### config.mk
export PLATFORM = sky130hd
export DESIGN_NAME = yuv_mcu_sequencer
export DESIGN_NICKNAME = d
export VERILOG_FILES = /design/src/rtl/yuv_mcu_sequencer.sv
export SDC_FILE = /design/constraint.sdc
export NUM_CORES = 1
export LEC_CHECK = 0
export ABC_CLOCK_PERIOD_IN_PS = 2600
export BUFFER_PORTS_ARGS = -buffer_cell sky130_fd_sc_hd__buf_2
export CORE_MARGIN = 2
export CORE_UTILIZATION = 35
export CTS_CLUSTER_DIAMETER = 120
export CTS_CLUSTER_SIZE = 24
export DETAILED_ROUTE_END_ITERATION = 7
export GPL_TIMING_DRIVEN = 1
export PLACE_DENSITY = 0.53
export SETUP_SLACK_MARGIN = 0.5
export SLEW_MARGIN = 15
export SYNTH_ARGS = -nofsm -noshare
export SYNTH_HDL_FRONTEND = slang
export SYNTH_SLANG_ARGS = --single-unit
### constraint.sdc
create_clock -name i_sysclk -period 2.6 [get_ports i_sysclk]
set_input_delay 0.26 -clock i_sysclk [delete_from_list [all_inputs] [get_ports i_sysclk]]
set_output_delay 0.26 -clock i_sysclk [all_outputs]
set_load 0.02 [all_outputs]
### src/rtl/yuv_mcu_sequencer.sv
// yuv_mcu_sequencer: drains one 4:2:0 MCU from the IDCT buffers through the
// non-stallable colour converter into a backpressured RGB output FIFO.
module yuv_mcu_sequencer #(
    parameter int Y_PRECISION  = 8,
    parameter int R_PRECISION  = 8,
    parameter int CONV_LATENCY = 2,
    parameter int FIFO_DEPTH   = 8
) (
    input  logic                   i_sysclk,
    input  logic                   i_arstn,
    input  logic                   i_mcu_valid,
    output logic                   o_mcu_done,
    output logic                   o_rd_en,
    output logic [7:0]             o_y_addr,
    output logic [5:0]             o_c_addr,
    input  logic [Y_PRECISION-1:0] i_Y,
    input  logic [Y_PRECISION-1:0] i_U,
    input  logic [Y_PRECISION-1:0] i_V,
    output logic [Y_PRECISION-1:0] o_Y,
    output logic [Y_PRECISION-1:0] o_U,
    output logic [Y_PRECISION-1:0] o_V,
    input  logic [R_PRECISION-1:0] i_R,
    input  logic [R_PRECISION-1:0] i_G,
    input  logic [R_PRECISION-1:0] i_B,
    output logic                   o_pix_valid,
    input  logic                   i_pix_ready,
    output logic [R_PRECISION-1:0] o_R,
    output logic [R_PRECISION-1:0] o_G,
    output logic [R_PRECISION-1:0] o_B,
    output logic                   o_last,
    output logic                   o_busy
);
    localparam int PIPE = 2 + CONV_LATENCY;
    localparam int AW   = $clog2(FIFO_DEPTH);
    localparam int CW   = $clog2(FIFO_DEPTH + 1);
    localparam int PW   = 3 * R_PRECISION + 1;

    typedef enum logic [1:0] {IDLE, RUN, DRAIN, DONE} state_t;

    state_t          state_q, state_d;
    logic [7:0]      pix_q, pix_d;
    logic [PIPE-1:0] vld_q, lst_q;
    logic [CW-1:0]   inflight;
    logic [CW-1:0]   cnt_q, cnt_d;
    logic [AW-1:0]   wr_q, rd_q;
    logic [PW-1:0]   mem_q [FIFO_DEPTH];
    logic            push, pop;

    always_comb begin
        inflight = '0;
        for (int i = 0; i < PIPE; i++) inflight = inflight + CW'(vld_q[i]);
    end

    // Reads are throttled so every pixel in flight already owns a FIFO slot.
    assign o_rd_en  = (state_q == RUN) &&
                      (({1'b0, cnt_q} + {1'b0, inflight}) < (CW + 1)'(FIFO_DEPTH));
    assign o_y_addr = pix_q;
    assign o_c_addr = {pix_q[7:5], pix_q[3:1]};
    assign o_busy     = state_q != IDLE;
    assign o_mcu_done = state_q == DONE;

    assign push        = vld_q[PIPE-1];
    assign o_pix_valid = cnt_q != '0;
    assign pop         = o_pix_valid && i_pix_ready;
    assign cnt_d       = cnt_q + CW'(push) - CW'(pop);
    assign {o_last, o_R, o_G, o_B} = o_pix_valid ? mem_q[rd_q] : '0;

    always_comb begin
        state_d = state_q;
        pix_d   = o_rd_en ? pix_q + 8'd1 : pix_q;
        unique case (state_q)
            IDLE:    state_d = i_mcu_valid ? RUN : IDLE;
            RUN:     state_d = (o_rd_en && pix_q == 8'd255) ? DRAIN : RUN;
            DRAIN:   state_d = (vld_q == '0) ? DONE : DRAIN;
            DONE:    state_d = IDLE;
            default: state_d = IDLE;
        endcase
    end

    always_ff @(posedge i_sysclk or negedge i_arstn) begin
        if (!i_arstn) begin
            state_q <= IDLE;
            pix_q   <= '0;
            vld_q   <= '0;
            lst_q   <= '0;
            cnt_q   <= '0;
            wr_q    <= '0;
            rd_q    <= '0;
            o_Y     <= '0;
            o_U     <= '0;
            o_V     <= '0;
        end else begin
            state_q <= state_d;
            pix_q   <= pix_d;
            vld_q   <= {vld_q[PIPE-2:0], o_rd_en};
            lst_q   <= {lst_q[PIPE-2:0], o_rd_en && pix_q == 8'd255};
            cnt_q   <= cnt_d;
            if (vld_q[0]) begin
                o_Y <= i_Y;
                o_U <= i_U;
                o_V <= i_V;
            end
            if (push) wr_q <= wr_q + 1'b1;
            if (pop) rd_q <= rd_q + 1'b1;
        end
    end

    always_ff @(posedge i_sysclk) begin
        if (push) mem_q[wr_q] <= {lst_q[PIPE-1], i_R, i_G, i_B};
    end
endmodule

==> reports/metrics.csv, run 1 <==
metric,value,unit
unrepaired setup endpoints after global routing,true,
Rows,61,
Root Buffer,clkbuf_16,
Synth-to-Final Area Change,27.29,%
slowest CP cell,or4_4,
largest delay contributor family on the critical path,simple AND/OR/NAND/NOR gates,
Final Max Tran Viols,0,
violated checks,negative setup slack,
total negative slack,-893.0,ps
DRT Wirelength,21840,um
Layout Cell Area excl Fill,0.01256,mm2
sequential share of the synthesized area,0.7404,
PnR worst setup slack,-190.2,ps
synthesized area per cell,19.90,um2
critical path capture point type,register,
relative max-transition margin,0.5567,
number of synthesized register bits,252,
Non-Filler Instances,1071,
Netlist cell types,42,
post-DP HPWL,11500,um
Buf/Inv on CP,5,
CTS H-Tree Depth,1,
CP Data Arrival Time,3170,ps
LEAKAGE,4.625,nW
Finished Core Util,0.4522,
final worst-path cycle share,1.073,
fin nets,751,
Crit Path Category,register to register,
"most common cell after layout, fill and taps aside",edfxtp_1,
clock buffer count from CTS,14,
latest clock arrival within the worst-skew pair,490,ps
Starting DRT DRC Count,275,
syn_nets,562,
Pre-antenna DRT Iters,4,
pre-CTS WS,245.3,ps
CP max FO,5,
CTS tree,built,
vias in the first global route,5662,
Max stage delay on crit path,530,ps
Pwr Density,1241,mW/mm2
DRT antenna net count,0,
synth top area cells,"edfxtp_1 61%, dfrtp_1 13%, mux4_2 11%",
worst-path cell chain,fa_2 -> ha_4 -> nor2_1 -> or4_4 -> and2_4 -> buf_4 -> buf_6 -> buf_6 -> buf_6 -> buf_6 -> mux2_4,
Die Width,171.9,um
Max-Cap Viols,0,
main flop type after synthesis,edfxtp_1,
Post-Place Cells,984,
ys async rst share,0.2063,
status,"finished, violations left",
largest net degree at the start of global routing,31,
WL/cell,20.39,um
# fillers,2425,
Final Critical Period,2790,ps
final setup violation count,6,
Crit path required time,2980,ps
Clock Pin Slew Worst Setup and Hold Paths,100,ps
Yosys top cell area share,0.6085,
overall die height,171.9,um
PortBufs,118,
layout cells sized above 1,0.4618,
core area,0.02778,mm2
# DRC,0,
GP Congestion,0.7027,
maximum clock rate,0.3584,GHz
Post-synth EDFFs,200,
yosys warns,0,
dpl cell area,0.01104,mm2
Hold WC Path Type,input pin to register,
# diodes,0,
startpoint class of the critical path,register,
most frequent cells in the layout,"200 x edfxtp_1, 91 x buf_2, 55 x buf_4",
Initial Util,0.3553,
CTS max path bufs,3,
Yosys top cell by area,edfxtp_1,
GR Overflow Total,0,
Tightest Pin Transition,664.9,ps
first-pass GRT wire length,32980,um
Mapped Area,0.009869,mm2
total global routing track utilization,0.1507,
initial antenna violation count,1,
worst vdd ir,0.0008108,V
Syn Inst Count,496,
Via Count,5186,
Die Area,0.02956,mm2
final clock skew,12.68,ps
Via-to-Cell Ratio,4.842,
Critical Path Most Common Cell,buf_6,
final hold vios,0,
I/O Pins,119,
clock tree sinks,252,
==> area by class of cell <==
class	instances	area [um2]	area share
clock inverter	1	8.758	0.0006971
clock buffer	23	426.7	0.03396
inverter	12	56.30	0.004482
multi-input combinational	204	2606	0.2074
sequential	252	7316	0.5823
timing repair buffer	201	1677	0.1335
tap	378	473.0	0.03765
==> Yosys cell counts (2+ instances only) <==
library cell and number:
mux2_2 26, xnor2_1 4, nor3_1 3, clkbuf_1 14, fa_1 2, ha_1 12
mux2i_1 25, dfrtp_1 52, xor2_1 9, buf_2 6, buf_4 6, nand2b_1 4
nor2_1 32, mux4_2 50, nand2_1 6, a21oi_1 6, inv_1 12, edfxtp_1 200
nand3_1 4
==> cells by family (layout without fill, tap and decap cells) <==
family,count (synthesis),count (layout),synth area share
buf+inv,40,237,0.01902
mux,102,102,0.1706
flops,252,252,0.7404
compound gates,14,14,0.009003
xor+xnor,13,13,0.01154
fa+ha+maj,14,14,0.01927
simple gates,61,61,0.03017
==> registers in the layout (all words and copies together), names as in the netlist, named ones only <==
signal and flops:
wr_q 3, cnt_q 4, vld_q 4, o_Y 8
rd_q 3, lst_q 4, o_V 8, o_U 8
o_y_addr 8, mem_q 200, state_q 1
==> power breakdown <==
part	switching, mW	total (mW)	internal (mW)
combinational	3.66	7.42	3.76
clock	1.25	2.40	1.15
sequential	0.476	5.77	5.30
total	5.39	15.6	10.2
==> through the flow <==
step	hold WS (ps)	power, mW
CTS	0.2224	15.36
floorplan	-35.59	9.596
global route	10.31	16.46
finish	20.01	15.59
global placement	319.0	11.26
detailed placement	341.7	11.38
==> routing by layer <==
layer	routed length [um]	track usage
met1	9285	0.1907
met2	11160	0.2710
met3	1024	0.02770
met4	354	0.03106
met5	13	0
==> worst reg2reg max path, cell delays in order (launching register included) <==
cell	delay, ps
dfrtp_1	410
fa_2	420
ha_4	280
nor2_1	40
or4_4	530
and2_4	170
buf_4	130
buf_6	100
buf_6	100
buf_6	100
buf_6	120
mux2_4	290
==> what timing repair did <==
item / in CTS / in global routing
endpoints found under the hold margin: 48 / 0
hold buffers: 21 / 0
pin swaps: 10 / 13
gates cloned: 8 / 0
setup buffers: 28 / 6
resized for setup: 79 / 18
endpoints found under the setup margin: 41 / 42
==> final timing paths <==
check	start	slack, ps	cells after the start	to
min in group asynchronous	i_arstn	340	2	o_y_addr[1]$_DFFE_PN0P_
max	vld_q[0]$_DFF_PN0_	-190	11	o_y_addr[1]$_DFFE_PN0P_
max in group asynchronous	i_arstn	1610	3	o_Y[4]$_DFFE_PN0P_
max reg2reg	vld_q[0]$_DFF_PN0_	-190	11	o_y_addr[1]$_DFFE_PN0P_
min	i_Y[0]	20	2	o_Y[0]$_DFFE_PN0P_
min reg2reg	lst_q[2]$_DFF_PN0_	370	0	lst_q[3]$_DFF_PN0_
Note: power is estimated with default switching activity, not from simulation.
==> inputs of run 2 (changes only) <==
--- a/config.mk
+++ b/config.mk
@@ -16,3 +16,2 @@
 export PLACE_DENSITY = 0.53
-export SETUP_SLACK_MARGIN = 0.5
 export SLEW_MARGIN = 15
==> constraint.sdc (replaced) <==
create_clock -name i_sysclk -period 2.6 [get_ports i_sysclk]
set_input_delay 0.52 -clock i_sysclk [delete_from_list [all_inputs] [get_ports i_sysclk]]
set_output_delay 0.52 -clock i_sysclk [all_outputs]
set_load 0.02 [all_outputs]
==> run 2 against run 1 <==
- the run still ends with negative setup slack left
- wire length down 11%
- worst hold slack got worse by 16 ps
- maximum frequency decreased by 8.4%
- register-to-register slack improved by 360 ps
- die area stayed put
- final cell count shrank 4.1%
- flip-flop and latch count is the same
- global-route usage is 1.3 points lower
- total power shrank 8.5%
- core utilization fell by 2.6 points
- critical path depth fell by 4
- sequential power grew 0.9%
- critical endpoint is now o_rd_en
==> reports/metrics.csv, run 2 (synthesis results as in run 1) <==
metric,value,unit,change
Max-Cap Viols,0,,unchanged
fin nets,706,,-6.0%
Final Critical Period,3048,ps,+257.5 ps
slowest CP cell,fa_1,,
Die Area,0.02956,mm2,unchanged
Non-Filler Instances,1027,,-4.1%
core area,0.02778,mm2,unchanged
clock buffer count from CTS,14,,unchanged
PortBufs,118,,unchanged
clock tree sinks,252,,unchanged
PnR worst setup slack,-447.8,ps,-257.5 ps
Final Max Tran Viols,0,,unchanged
largest reg by FF count,mem_q,,
latest clock arrival within the worst-skew pair,480,ps,about the same
"most common cell after layout, fill and taps aside",edfxtp_1,,
Post-CTS Hold Fix Bufs,0,,-100%
hold_ws,3.986,ps,-16.02 ps
Finished Core Util,0.4264,,-0.02581
dpl cell area,0.01114,mm2,+0.94%
total negative slack,-1828,ps,-935.1 ps
vias in the first global route,5418,,-4.3%
Pwr Density,1204,mW/mm2,-3.0%
Tightest Pin Transition,524.7,ps,-140.2 ps
GR Overflow Total,0,,unchanged
CTS H-Tree Depth,1,,unchanged
startpoint class of the critical path,register,,
pre-CTS WS,-132.5,ps,-377.9 ps
GP Congestion,0.7790,,+11%
Tot Pwr,14.27,mW,-8.5%
final hold vios,0,,unchanged
Initial Util,0.3553,,unchanged
Crit Path Category,register to output port,,
status,"finished, violations left",,
max reg flops,200,,unchanged
final clock skew,12.48,ps,-0.1925 ps
final setup violation count,23,,+17
CTS max path bufs,3,,unchanged
DRT Wirelength,19480,um,-11%
worst vdd ir,0.0005899,V,-27%
# fillers,2507,,+3.4%
I/O Pins,119,,unchanged
critical path capture point type,output port,,
area occupied by registers,0.007317,mm2,about the same
multi-input combinational cell area,0.002434,mm2,-6.6%
Rows,61,,unchanged
CP max FO,2,,-3
Die Width,171.9,um,unchanged
maximum clock rate,0.3281,GHz,-8.4%
WL/cell,18.97,um,-7.0%
Root Buffer,clkbuf_16,,
worst-path cell chain,fa_1 -> ha_1 -> a211oi_2 -> or4_4 -> and2_4 -> clkinvlp_4 -> buf_6,,
DRT antenna net count,0,,unchanged
CTS tree,built,,
Max stage delay on crit path,490,ps,-40 ps
Post-Place Cells,990,,+0.61%
Layout Cell Area excl Fill,0.01185,mm2,-5.7%
# DRC,0,,unchanged
largest net degree at the start of global routing,27,,-13%
post-DP HPWL,11660,um,+1.4%
most frequent cells in the layout,"200 x edfxtp_1, 103 x buf_2, 50 x mux4_2",,
initial antenna violation count,3,,+2
unrepaired setup endpoints after global routing,true,,
LEAKAGE,4.342,nW,-6.1%
Crit path required time,2080,ps,-900 ps
layout cells sized above 1,0.4167,,-0.04509
Pre-antenna DRT Iters,4,,unchanged
Via-to-Cell Ratio,4.804,,-0.78%
overall die height,171.9,um,unchanged
CP Data Arrival Time,2530,ps,-640 ps
Starting DRT DRC Count,268,,-2.5%
Via Count,4934,,-4.9%
Register-to-Register Setup Slack,170,ps,+360 ps
first-pass GRT wire length,30600,um,-7.2%
Hold WC Path Type,input pin to asynchronous set/reset pin,,
final worst-path cycle share,1.172,,+0.09904
total global routing track utilization,0.1374,,-0.01324
Synth-to-Final Area Change,20.03,%,
relative max-transition margin,0.6502,,+0.09344
Clock Pin Slew Worst Setup and Hold Paths,90,ps,about the same
violated checks,negative setup slack,,
==> run 2: cell types whose count changed in the layout (fill, tap and decap cells not counted), sizes merged <==
cell	delta
dlygate4sd3	-21
clkbuf	+1
diode	+1
buf	-25
==> run 2: path summary, 6_finish.rpt <==
kind | start | cells past startpoint | to
min in group i_sysclk | i_U[4] | 2 | o_U[4]$_DFFE_PN0P_
setup reg to reg | vld_q[0]$_DFF_PN0_ | 7 | o_y_addr[1]$_DFFE_PN0P_
hold reg to reg | lst_q[2]$_DFF_PN0_ | 0 | lst_q[3]$_DFF_PN0_
hold / removal | i_arstn | 1 | o_U[7]$_DFFE_PN0P_
max in group asynchronous | i_arstn | 2 | rd_q[0]$_DFFE_PN0P_
setup / recovery | vld_q[0]$_DFF_PN0_ | 7 | o_rd_en
==> run 2: power breakdown <==
| group | leakage [nW] | internal (mW) | switching, mW | total, mW |
|---|---|---|---|---|
| registers | 2.44 | 5.30 | 0.522 | 5.82 |
| logic | 1.71 | 2.95 | 3.19 | 6.14 |
| clock network | 0.201 | 1.09 | 1.22 | 2.31 |
| total | 4.34 | 9.33 | 4.93 | 14.3 |
==> run 2: area by class of cell <==
type / instances / share of cell area
well taps: 378 / 0.03992
flip-flops and latches: 252 / 0.6177
repair buffers: 156 / 0.09706
clock inverters: 1 / 0.001373
multi-input cells: 204 / 0.2054
clock buffers: 23 / 0.03422
inverters: 12 / 0.004119
diodes: 1 / 0.0002112
==> run 2: worst max-delay path, delay by kind of cell (launching register included) <==
| family | cells | cell delay [ps] |
|---|---|---|
| simple gates | 2 | 590 |
| buf+inv | 2 | 180 |
| compound gates | 1 | 70 |
| flops | 1 | 420 |
| fa+ha+maj | 2 | 790 |
==> run 2: what timing repair did <==
action	4_1_cts	5_1_grt
pin swaps	4	5
buffers inserted	10	0
endpoints found under the setup margin	25	27
cloned	3	1
resized for setup	22	15
==> run 2: layer usage <==
metal	wire length, um	up-vias	share of wire	track usage
met1	8431	2581	0.43	0.1808
met2	9916	113	0.51	0.2399
met5	9	-	0.00046	0
met3	908	19	0.047	0.02495
met4	215	2	0.011	0.02813
li1	-	2219	-	-
